**src/rtl/except_pkg.sv**
```systemverilog
// Shared constants and types for the precise-exception / interrupt controller.
package except_pkg;

    // ExcCode values written into Cause[6:2]
    localparam logic [4:0] EXC_INT = 5'd0;
    localparam logic [4:0] EXC_SYS = 5'd8;
    localparam logic [4:0] EXC_BP  = 5'd9;
    localparam logic [4:0] EXC_RI  = 5'd10;
    localparam logic [4:0] EXC_OV  = 5'd12;

    // CP0 register numbers
    localparam logic [4:0] CP0_STATUS = 5'd12;
    localparam logic [4:0] CP0_CAUSE  = 5'd13;
    localparam logic [4:0] CP0_EPC    = 5'd14;

    // Status bit positions
    localparam int unsigned ST_IE    = 0;
    localparam int unsigned ST_EXL   = 1;
    localparam int unsigned ST_IM_LO = 8;
    localparam int unsigned IM_W     = 8;

    // Cause bit positions
    localparam int unsigned CA_EXC_LO = 2;
    localparam int unsigned EXC_W     = 5;
    localparam int unsigned CA_IP_LO  = 8;

    typedef enum logic [1:0] {
        IDLE  = 2'd0,
        FLUSH = 2'd1,
        DRAIN = 2'd2
    } exc_state_t;

endpackage

```
**src/rtl/exc_prio_enc.sv**
```systemverilog
// Fixed-priority encoder: lowest asserted request index wins, pc/code muxed from it.
module exc_prio_enc
    import except_pkg::*;
#(
    parameter int unsigned NUM_SRC = 4,
    parameter int unsigned XLEN    = 32,
    localparam int unsigned IDX_W  = (NUM_SRC > 1) ? $clog2(NUM_SRC) : 1
) (
    input  logic [NUM_SRC-1:0]       exc_req,
    input  logic [NUM_SRC*XLEN-1:0]  exc_pc,
    input  logic [NUM_SRC*EXC_W-1:0] exc_code,
    output logic                     sel_valid_c,
    output logic [IDX_W-1:0]         sel_idx_c,
    output logic [XLEN-1:0]          sel_pc_c,
    output logic [EXC_W-1:0]         sel_code_c
);

    // Scan from the youngest source down so the oldest asserted one is left selected
    always_comb begin
        sel_valid_c = 1'b0;
        sel_idx_c   = '0;
        sel_pc_c    = '0;
        sel_code_c  = '0;
        for (int i = NUM_SRC - 1; i >= 0; i--) begin
            if (exc_req[i]) begin
                sel_valid_c = 1'b1;
                sel_idx_c   = IDX_W'(i);
                sel_pc_c    = exc_pc[i*XLEN +: XLEN];
                sel_code_c  = exc_code[i*EXC_W +: EXC_W];
            end
        end
    end

endmodule

```
**src/rtl/except_ctrl.sv**
```systemverilog
// Precise-exception and interrupt controller owning CP0 Status/Cause/EPC,
// issuing a registered flush/redirect and holding off events while the pipe drains.
module except_ctrl
    import except_pkg::*;
#(
    parameter int unsigned     NUM_SRC      = 4,
    parameter int unsigned     NIRQ         = 6,
    parameter int unsigned     XLEN         = 32,
    parameter logic [XLEN-1:0] VEC_ADDR     = 32'h0000_0080,
    parameter int unsigned     DRAIN_CYCLES = 3
) (
    input  logic                     clk,
    input  logic                     rst_n,
    input  logic [NUM_SRC-1:0]       exc_req,
    input  logic [NUM_SRC*XLEN-1:0]  exc_pc,
    input  logic [NUM_SRC*5-1:0]     exc_code,
    input  logic [NIRQ-1:0]          irq,
    input  logic [XLEN-1:0]          irq_pc,
    input  logic                     eret,
    input  logic                     cp0_we,
    input  logic [4:0]               cp0_addr,
    input  logic [XLEN-1:0]          cp0_wdata,
    output logic [XLEN-1:0]          cp0_rdata,
    output logic                     flush,
    output logic                     redirect,
    output logic [XLEN-1:0]          redirect_pc,
    output logic                     busy,
    output logic [XLEN-1:0]          status,
    output logic [XLEN-1:0]          cause,
    output logic [XLEN-1:0]          epc
);

    localparam int unsigned IDX_W = (NUM_SRC > 1) ? $clog2(NUM_SRC) : 1;
    localparam int unsigned CNT_W = (DRAIN_CYCLES > 1) ? $clog2(DRAIN_CYCLES) : 1;

    exc_state_t        state_q, state_d;
    logic [CNT_W-1:0]  cnt_q, cnt_d;
    logic              flush_q, flush_d;
    logic              redirect_q, redirect_d;
    logic              busy_q, busy_d;
    logic [XLEN-1:0]   redirect_pc_q;

    logic              ie_q, exl_q;
    logic [IM_W-1:0]   im_q;
    logic [EXC_W-1:0]  exc_code_q;
    logic [NIRQ-1:0]   ip_q;
    logic [XLEN-1:0]   epc_q;

    logic              sel_valid;
    logic [IDX_W-1:0]  sel_idx_unused;
    logic [XLEN-1:0]   sel_pc;
    logic [EXC_W-1:0]  sel_code;

    logic              irq_pend;
    logic              take_exc, take_irq, take_eret;

    exc_prio_enc #(
        .NUM_SRC (NUM_SRC),
        .XLEN    (XLEN)
    ) u_prio (
        .exc_req     (exc_req),
        .exc_pc      (exc_pc),
        .exc_code    (exc_code),
        .sel_valid_c (sel_valid),
        .sel_idx_c   (sel_idx_unused),
        .sel_pc_c    (sel_pc),
        .sel_code_c  (sel_code)
    );

    // Interrupt is pending only when globally enabled and not already in exception level
    assign irq_pend = ie_q & ~exl_q & (|(ip_q & im_q[NIRQ-1:0]));

    // Next-state / event acceptance; events are only looked at in IDLE
    always_comb begin
        state_d    = state_q;
        cnt_d      = cnt_q;
        flush_d    = 1'b0;
        redirect_d = 1'b0;
        take_exc   = 1'b0;
        take_irq   = 1'b0;
        take_eret  = 1'b0;
        unique case (state_q)
            IDLE: begin
                if (sel_valid) begin
                    take_exc = 1'b1;
                end else if (irq_pend) begin
                    take_irq = 1'b1;
                end else if (eret) begin
                    take_eret = 1'b1;
                end
                if (take_exc || take_irq || take_eret) begin
                    state_d    = FLUSH;
                    flush_d    = 1'b1;
                    redirect_d = 1'b1;
                end
            end
            FLUSH: begin
                state_d = DRAIN;
                cnt_d   = CNT_W'(DRAIN_CYCLES - 1);
            end
            DRAIN: begin
                if (cnt_q == '0) begin
                    state_d = IDLE;
                end else begin
                    cnt_d = cnt_q - CNT_W'(1);
                end
            end
            default: state_d = IDLE;
        endcase
        busy_d = (state_d != IDLE);
    end

    // FSM state and registered pipeline-control outputs
    always_ff @(posedge clk) begin
        if (!rst_n) begin
            state_q       <= IDLE;
            cnt_q         <= '0;
            flush_q       <= 1'b0;
            redirect_q    <= 1'b0;
            busy_q        <= 1'b0;
            redirect_pc_q <= '0;
        end else begin
            state_q    <= state_d;
            cnt_q      <= cnt_d;
            flush_q    <= flush_d;
            redirect_q <= redirect_d;
            busy_q     <= busy_d;
            if (take_exc || take_irq) begin
                redirect_pc_q <= VEC_ADDR;
            end else if (take_eret) begin
                redirect_pc_q <= epc_q;
            end
        end
    end

    // CP0 registers: an accepted event's updates take precedence over a software write
    always_ff @(posedge clk) begin
        if (!rst_n) begin
            ie_q       <= 1'b0;
            exl_q      <= 1'b0;
            im_q       <= '0;
            exc_code_q <= '0;
            ip_q       <= '0;
            epc_q      <= '0;
        end else begin
            ip_q <= irq;
            if (take_exc) begin
                exc_code_q <= sel_code;
                exl_q      <= 1'b1;
                if (!exl_q) begin
                    epc_q <= sel_pc;
                end
            end else if (take_irq) begin
                exc_code_q <= EXC_INT;
                exl_q      <= 1'b1;
                epc_q      <= irq_pc;
            end else if (take_eret) begin
                exl_q <= 1'b0;
            end else if (cp0_we) begin
                if (cp0_addr == CP0_STATUS) begin
                    ie_q  <= cp0_wdata[ST_IE];
                    exl_q <= cp0_wdata[ST_EXL];
                    im_q  <= cp0_wdata[ST_IM_LO +: IM_W];
                end else if (cp0_addr == CP0_EPC) begin
                    epc_q <= cp0_wdata;
                end
            end
        end
    end

    // Architectural views of Status/Cause; unimplemented bits read 0
    always_comb begin
        status                   = '0;
        status[ST_IE]            = ie_q;
        status[ST_EXL]           = exl_q;
        status[ST_IM_LO +: IM_W] = im_q;
        cause                     = '0;
        cause[CA_EXC_LO +: EXC_W] = exc_code_q;
        cause[CA_IP_LO +: NIRQ]   = ip_q;
    end

    // CP0 read port, no write bypass
    always_comb begin
        cp0_rdata = '0;
        case (cp0_addr)
            CP0_STATUS: cp0_rdata = status;
            CP0_CAUSE:  cp0_rdata = cause;
            CP0_EPC:    cp0_rdata = epc_q;
            default:    cp0_rdata = '0;
        endcase
    end

    assign epc         = epc_q;
    assign flush       = flush_q;
    assign redirect    = redirect_q;
    assign busy        = busy_q;
    assign redirect_pc = redirect_pc_q;

endmodule

```
**config.mk**
```make
export PLATFORM = sky130hd
export DESIGN_NAME = except_ctrl
export DESIGN_NICKNAME = d
export VERILOG_FILES = /design/src/rtl/except_pkg.sv /design/src/rtl/exc_prio_enc.sv /design/src/rtl/except_ctrl.sv
export SDC_FILE = /design/constraint.sdc
export NUM_CORES = 1
export LEC_CHECK = 0
export CAP_MARGIN = 30
export CORE_AREA = 5 5 151 153
export CTS_CLUSTER_DIAMETER = 80
export DETAILED_ROUTE_END_ITERATION = 10
export DIE_AREA = 0 0 156 158
export SYNTH_ARGS = -nofsm -noshare
export SYNTH_HDL_FRONTEND = slang
export SYNTH_HIERARCHICAL = 1
export SYNTH_SLANG_ARGS = --single-unit
export TNS_END_PERCENT = 5
```
**constraint.sdc**
```tcl
create_clock -name clk -period 3.9 [get_ports clk]
set_clock_uncertainty 0.15 [all_clocks]
set_input_delay 0.78 -clock clk [delete_from_list [all_inputs] [get_ports clk]]
set_output_delay 0.78 -clock clk [all_outputs]
set_load 0.01 [all_outputs]
```
* After elaboration in Yosys (flattened, before gate mapping)
Index checks and enable logic that the tools add are counted.
** Storage, ports and cells
- Output and inout port bits :: 163
- Register bits :: 91
- Bits of input ports :: 231
** Cells by class
- $add $sub $neg :: 1
- Mux-type cells :: 47
- Bitwise operators :: 8
- Eq/ne operators :: 9
- Reductions and logical operators :: 20
** Operators with widths (number)
- 32-bit 2-to-1 mux :: 11
- 32-bit one-hot mux with 3 select lines :: 1
- 5-bit 2-to-1 mux :: 6
- 1-bit 2-to-1 mux :: 22
- 8-bit 2-to-1 mux :: 2
- 5-bit by 4-bit == test with 1-bit output, second input constant :: 3
- 5-bit AND reduction :: 2
- 2-bit nonzero test :: 4
- 4-bit nonzero test :: 2
- 6-bit bitwise AND :: 1
- 2-bit 2-to-1 mux :: 3
- 3-bit inequality test, second input constant :: 2
- 2-bit one-hot mux with 3 select lines :: 1
- 2-bit AND reduction :: 3
- 3-bit nonzero test :: 2
- 6-bit OR reduction :: 1
- 1-bit inverter :: 5
- 2-bit logical NOT :: 2
- 2-bit inequality test, second input constant :: 2
- 2-bit one-hot mux with 2 select lines :: 1
- 1-bit logical OR :: 3
- 1-bit bitwise AND :: 2
- 2-bit by 1-bit == test with 1-bit output, second input constant :: 1
- 2-bit == test, second input constant :: 1
- other kinds (2) :: 2

* Logic depth before layout (Yosys ltp)
Gate-level depths: netlist of the first run.
- Depth after elaboration :: 11
- Depth in mapped cells :: 11

* Modules after synthesis
The synthesis of the first run kept the hierarchy.
** By module, submodules not included
- except_ctrl :: times used 1, area an instance 4800.9 um2, cells each 577
- exc_prio_enc :: times used 1, area an instance 943.4 um2, cells each 140

* Least setup slack after synthesis of the first run
No wires, ideal clock.
- Path kind :: input -> output
- From :: in cp0_addr[0]
- To :: out cp0_rdata[14]
- Cell stages on the path :: 7
- Setup slack :: 977 ps
- Arrival :: 1993 ps
- Required time :: 2970 ps
- Cells stage by stage :: buf_2 > nor2b_1 > clkbuf_1 > and2_1 > clkbuf_1 > buf_2 > a22o_1
** Between the ends
- Longest elaborated chain between the ends :: 2
- Elaborated cells on any way between the ends :: 4
- Those cells by class :: eq/ne (3); mux (1)
** Ends and longest elaborated chain
- start, declared :: RTL line except_ctrl.sv:21 : input logic [4:0] cp0_addr,
- 5-bit by 4-bit == test with 1-bit output :: RTL line except_ctrl.sv:185 : case (cp0_addr)
- 32-bit one-hot mux with 3 select lines * :: RTL line except_ctrl.sv:185
- end, declared :: RTL line except_ctrl.sv:23 : output logic [XLEN-1:0] cp0_rdata,
Every way passes the cells marked *; elsewhere a longest branch is shown, timed or not.

* Worst setup path in the final report of the first run
- From :: in cp0_addr[0]
- To :: out cp0_rdata[5]
Same word-level chain as after synthesis.

==> reports/results.ini, run 1 <==
[run_status]
status = completed

[final_layout]
area_delta_synth_final_pct = 67.3
layout.nets = 1268
drive_gt1_frac = 0.0644
final_cell_area_um2 = 9590
mostFrequentLayoutCell = clkdlybuf4s50_1
final_cell_mix = 350 x clkdlybuf4s50_1, 92 x nand2_1, 91 x dfxtp_1
diodes = 0

[sta]
final_hold_viol_count = 0
setup_tns_ps = 0
relSlewSlack = 0.507
rsz0062_at_grt = false
worst_pin_slew_ps = 736
setup_viol = 0
maxSlewViolCount = 0
period_needed_ps = 3730
max_freq_ghz = 0.268
finalCritPeriodShare = 0.955

[die]
dieArea_um2 = 24600
coreArea_um2 = 21400
ios = 394
fp.dieH_um = 158
start_util = 0.268
core.rowCount = 54
dieWidth_um = 156

[setup_path]
reg2reg_depth = 6
crit_type = in2out
slowest_stage = clkdlybuf4s50_1
cpPeakStageDelay_ps = 670
cp.depth = 7
required_ps = 2970
path_max_fanout = 6
crit_arrival_ps = 2800
r2r_slack_ps = 1530
cp-end-kind = output port
crit_buf_inv = 5
worstSetupStartpointType = input pin
crit_path_cell_trace = clkdlybuf4s50_1 -> buf_4 -> inv_1 -> nor2_1 -> buf_4 -> a22o_1 -> clkdlybuf4s50_1
cp_top_family = buffers and inverters

[power_and_ir_drop]
leakage_nw = 3.44
p_int_mw = 2.07
switching_share = 0.306
power_frac_clock = 0.320
switching_power_mw = 0.913
vdd_drop_max_mv = 0.205
power.density_nw_per_um2 = 311
combPwrFrac = 0.304
p_seq_frac = 0.376
finalPower_mw = 2.98

[global_route]
grt_pass1_vias = 6280
grt_pass1_wl_um = 38300
grt_max_degree = 102
grt_overflow = 0
antenna_found_initial = 0
grt_usage = 0.205

[clocking]
clock-root-buffer = clkbuf_16
cts_tree = built
htreeDepth = 3
clockBufferDepth = 2
cts_setup_buffers = 0
cts_resized = 0
cts_hold_buf = 0
path_clk_slew_ps = 70
numClockSinks = 91
clock_latency_ps = 350
numCtsBuffers = 9

[worst_hold_path]
holdPathStages = 2
hold_class = reg2reg

[routing]
drt-pass1-iter-count = 5
post_drt_via_cell_ratio = 4.82
wl_per_cell_um = 20.1
wl_um = 26600
drt_iter0_markers = 387
num_vias = 6361
ant_nets = 0
drc_errors = 0

[place]
dpl_cell_area_um2 = 9280
port-buffer-count = 350
dp_hpwl_um = 21300
gp_congestion = 0.816

[yosys]
synth_warnings = 6
postSynthAreaPerCell_um2 = 8.03
synthCells = 714
synth_area_um2 = 5730

[run]
maxCapViolCount = 0

[flip-flops by register name, indices dropped and copies added (netlist names), 2 cells and up]
name and count:
exc_code_q 5, ip_q 6, state_q 2, epc 32
cnt_q 2, redirect_pc 32, im_q 8
[routing by layer]
layer	up-vias	track usage	share of wire
met5	-	0	0
met4	0	0.0434	0.011
met3	16	0.0416	0.068
met2	241	0.343	0.49
met1	2979	0.273	0.44
li1	3125	-	-
[area by class of cell]
type	count	area, um^2
Fill cell	2171	11800
Timing Repair Buffer	378	3740
Multi-Input combinational cell	550	3340
Sequential cell	91	1820
Tap cell	280	350
Clock buffer	10	229
Clock inverter	6	87.6
Inverter	6	22.5
[stage by stage]
step / util / std cells / hold WS, ps / worst slack [ps]
after CTS: 0.448 / 1321 / 305 / 115
after floorplan: - / 756 / 306 / 977
after global placement: 0.433 / 1305 / 291 / 146
after detailed placement: 0.433 / 1305 / 296 / 128
final: 0.448 / 1321 / 302 / 174
after global routing: 0.448 / 1321 / 320 / 6.45
[power groups by stage]
stage	clock network (mW)	logic, mW	registers [mW]
2_1_floorplan	0	0.413	1.11
3_3_place_gp	0	0.902	1.15
3_5_place_dp	0	0.911	1.14
4_1_cts	0.984	0.913	1.12
5_1_grt	1.01	0.977	1.13
6_report	0.954	0.906	1.12
[final timing paths]
path	from	to
worst min register to register	redirect_pc[20]	redirect_pc[20]
worst max-delay path	cp0_addr[0]	cp0_rdata[5]
worst min-delay path	redirect_pc[20]	redirect_pc[20]
worst max register to register	ie_q	epc[19]
[tightest hold or removal path: cells and delay by family (launching register included)]
family             cells  cell delay (ps)
DFF                    1              310
and+or+nand+nor        1               50
AOI/OAI and AO/OA      1               50
Note: power is estimated with default switching activity, not from simulation.
==> run 2: changes to the inputs <==
CORE_AREA = 5 5 149 151   (was 5 5 151 153)
CTS_CLUSTER_DIAMETER = 50   (was 80)
DIE_AREA = 0 0 154 156   (was 0 0 156 158)
PLACE_DENSITY = 0.66   (was unset)
clock period = 3.8 ns   (was 3.9 ns; I/O delays follow)
==> reports/results.ini, run 2 (synthesis results as in run 1) <==
[clocking]
cts_tree = built  ; unchanged
numClockSinks = 91  ; unchanged
cts_setup_buffers = 0  ; unchanged
clock-root-buffer = clkbuf_16  ; unchanged
numCtsBuffers = 9  ; unchanged
clock_latency_ps = 340  ; was 350 ps
htreeDepth = 3  ; unchanged
clockBufferDepth = 2  ; unchanged
cts_hold_buf = 0  ; unchanged
path_clk_slew_ps = 70  ; about the same
cts_resized = 0  ; unchanged

[routing]
drc_errors = 0  ; unchanged
ant_nets = 0  ; unchanged
post_drt_via_cell_ratio = 4.90  ; was 4.82
drt_iter0_markers = 344  ; was 387
num_vias = 6439  ; was 6361
wl_um = 26000  ; was 26600 um
drt-pass1-iter-count = 6  ; was 5
wl_per_cell_um = 19.8  ; was 20.1 um

[final_layout]
area_delta_synth_final_pct = 66.3  ; was 67.3%
final_util = 0.461  ; was 0.448
fill_cells = 2116  ; was 2171
drive_gt1_frac = 0.0635  ; was 0.0644
diodes = 0  ; unchanged
final_cell_mix = 350 x clkdlybuf4s50_1, 92 x nand2_1, 91 x dfxtp_1  ; unchanged
mostFrequentLayoutCell = clkdlybuf4s50_1  ; unchanged
layout.nets = 1267  ; was 1268

[sta]
max_freq_ghz = 0.286
final_hold_viol_count = 0  ; unchanged
period_needed_ps = 3500
finalCritPeriodShare = 0.922
worst_pin_slew_ps = 954  ; was 736 ps
relSlewSlack = 0.361  ; was 0.507
rsz0062_at_grt = false  ; unchanged
setup_viol = 0  ; unchanged
worst_slack_ps = 298  ; was 174 ps
setup_tns_ps = 0  ; unchanged
maxSlewViolCount = 0  ; unchanged

[run]
maxCapViolCount = 0  ; unchanged

[setup_path]
r2r-start = im_q[2]  ; was ie_q
worstSetupStartpointType = input pin  ; unchanged
worst_path_most_repeated_cell = clkdlybuf4s50_1
cp_top_family = buffers and inverters  ; unchanged
required_ps = 2890  ; was 2970 ps
crit_buf_inv = 3  ; was 5
path_max_fanout = 9  ; was 6
crit_type = in2out  ; unchanged
r2r_slack_ps = 1570  ; was 1530 ps
cp-end-kind = output port  ; unchanged
crit_path_cell_trace = clkdlybuf4s50_1 -> nor2b_1 -> and2_1 -> buf_4 -> a22o_1 -> clkdlybuf4s50_1  ; was clkdlybuf4s50_1 -> buf_4 -> inv_1 -> nor2_1 -> buf_4 -> a22o_1 -> clkdlybuf4s50_1
regToRegEndpoint = im_q[2]  ; was epc[19]
slowest_stage = clkdlybuf4s50_1  ; unchanged
crit_arrival_ps = 2590  ; was 2800 ps
cpPeakStageDelay_ps = 560  ; was 670 ps
reg2reg_depth = 6  ; unchanged

[global_route]
grt_max_degree = 84  ; was 102
grt_pass1_wl_um = 37300  ; was 38300 um
grt_usage = 0.200  ; was 0.205
grt_pass1_vias = 6343  ; was 6280
grt_overflow = 0  ; unchanged
antenna_found_initial = 0  ; unchanged

[power_and_ir_drop]
switching_power_mw = 0.923  ; was 0.913 mW
leakage_nw = 3.41  ; was 3.44 nW
switching_share = 0.315  ; was 0.306
p_seq_frac = 0.393  ; was 0.376
power.density_nw_per_um2 = 307  ; was 311 nW/um^2
combPwrFrac = 0.316  ; was 0.304
vdd_drop_max_mv = 0.153  ; was 0.205 mV
power_frac_clock = 0.291  ; was 0.320
p_int_mw = 2.00  ; was 2.07 mW

[die]
coreArea_um2 = 20700  ; was 21400 um^2
dieWidth_um = 154  ; was 156 um
ios = 394  ; unchanged
fp.dieH_um = 156  ; was 158 um
core.rowCount = 53  ; was 54
dieArea_um2 = 24000  ; was 24600 um^2
start_util = 0.277  ; was 0.268

[place]
dp_hpwl_um = 21000  ; was 21300 um
port-buffer-count = 350  ; unchanged
gp_congestion = 0.873  ; was 0.816
pre_cts_slack_ps = 315  ; was 128 ps

[worst_hold_path]
hold_class = reg2reg  ; unchanged
holdPathStages = 2  ; unchanged
min_from = redirect_pc[10]  ; was redirect_pc[20]
min_delay_worst_endpoint = redirect_pc[10]  ; was redirect_pc[20]

[run_status]
status = completed  ; unchanged

## run 2: cell count changes in the layout (fill, tap and decap cells not counted), sizes merged
cell | before | now
clkinv | 4 | 5
clkbuf | 10 | 11
bufinv | 2 | 0
inv | 6 | 5
clkinvlp | 0 | 1
buf | 28 | 27
## run 2: how the worst max path moves through the flow
stage / end / startpoint / cells past startpoint
after floorplan: cp0_rdata[14] / cp0_addr[0] / 7
after global placement: cp0_rdata[2] / cp0_addr[0] / 6
after detailed placement: cp0_rdata[2] / cp0_addr[0] / 6
after CTS: cp0_rdata[2] / cp0_addr[0] / 6
after global routing: cp0_rdata[2] / cp0_addr[0] / 6
final: cp0_rdata[2] / cp0_addr[0] / 6
## run 2: power groups by stage
| stage | clock (mW) | sequential (mW) | combinational [mW] |
|---|---|---|---|
| final | 0.853 | 1.15 | 0.924 |
| after global routing | 0.918 | 1.16 | 0.999 |
| after CTS | 0.875 | 1.15 | 0.931 |
| after detailed placement | 0 | 1.17 | 0.928 |
| after global placement | 0 | 1.17 | 0.920 |
| after floorplan | 0 | 1.14 | 0.424 |
## run 2: worst reg2reg max path: cells and delay by family (launching register included)
family / cells / cell delay [ps]
AOI/OAI and AO/OA: 3 / 1000
DFF: 1 / 350
and+or+nand+nor: 1 / 270
buffers and inverters: 1 / 190
muxes: 1 / 190
## run 2: per-stage QoR
| step | hold WS (ps) | cells | cell area [um^2] | total power, mW |
|---|---|---|---|---|
| detailed placement | 297 | 1299 | 9250 | 2.10 |
| finish | 305 | 1315 | 9530 | 2.93 |
| global placement | 292 | 1299 | 9250 | 2.09 |
| CTS | 306 | 1315 | 9530 | 2.96 |
| floorplan | 306 | 756 | 5890 | 1.57 |
| global route | 322 | 1315 | 9530 | 3.08 |
## run 2: routing by layer
metal,share of wire,wire length (um),GRT usage
met5,0,0,0
met4,0.013,325,0.0467
met3,0.068,1760,0.0413
met2,0.50,13000,0.349
met1,0.42,10900,0.255
## run 2: area by class of cell
class	instances	area, um^2	area share
Clock inverter	5	38.8	0.00407
Timing Repair Buffer	377	3720	0.390
Sequential cell	91	1820	0.191
Inverter	6	22.5	0.00236
Clock buffer	11	243	0.0255
Tap cell	275	344	0.0361
Multi-Input combinational cell	550	3340	0.351
==> run 3: changes to the inputs <==
CAP_MARGIN = unset   (was 30)
==> results of run 3 <==
No change in the layout: final DEF, timing and power equal those of run 2.
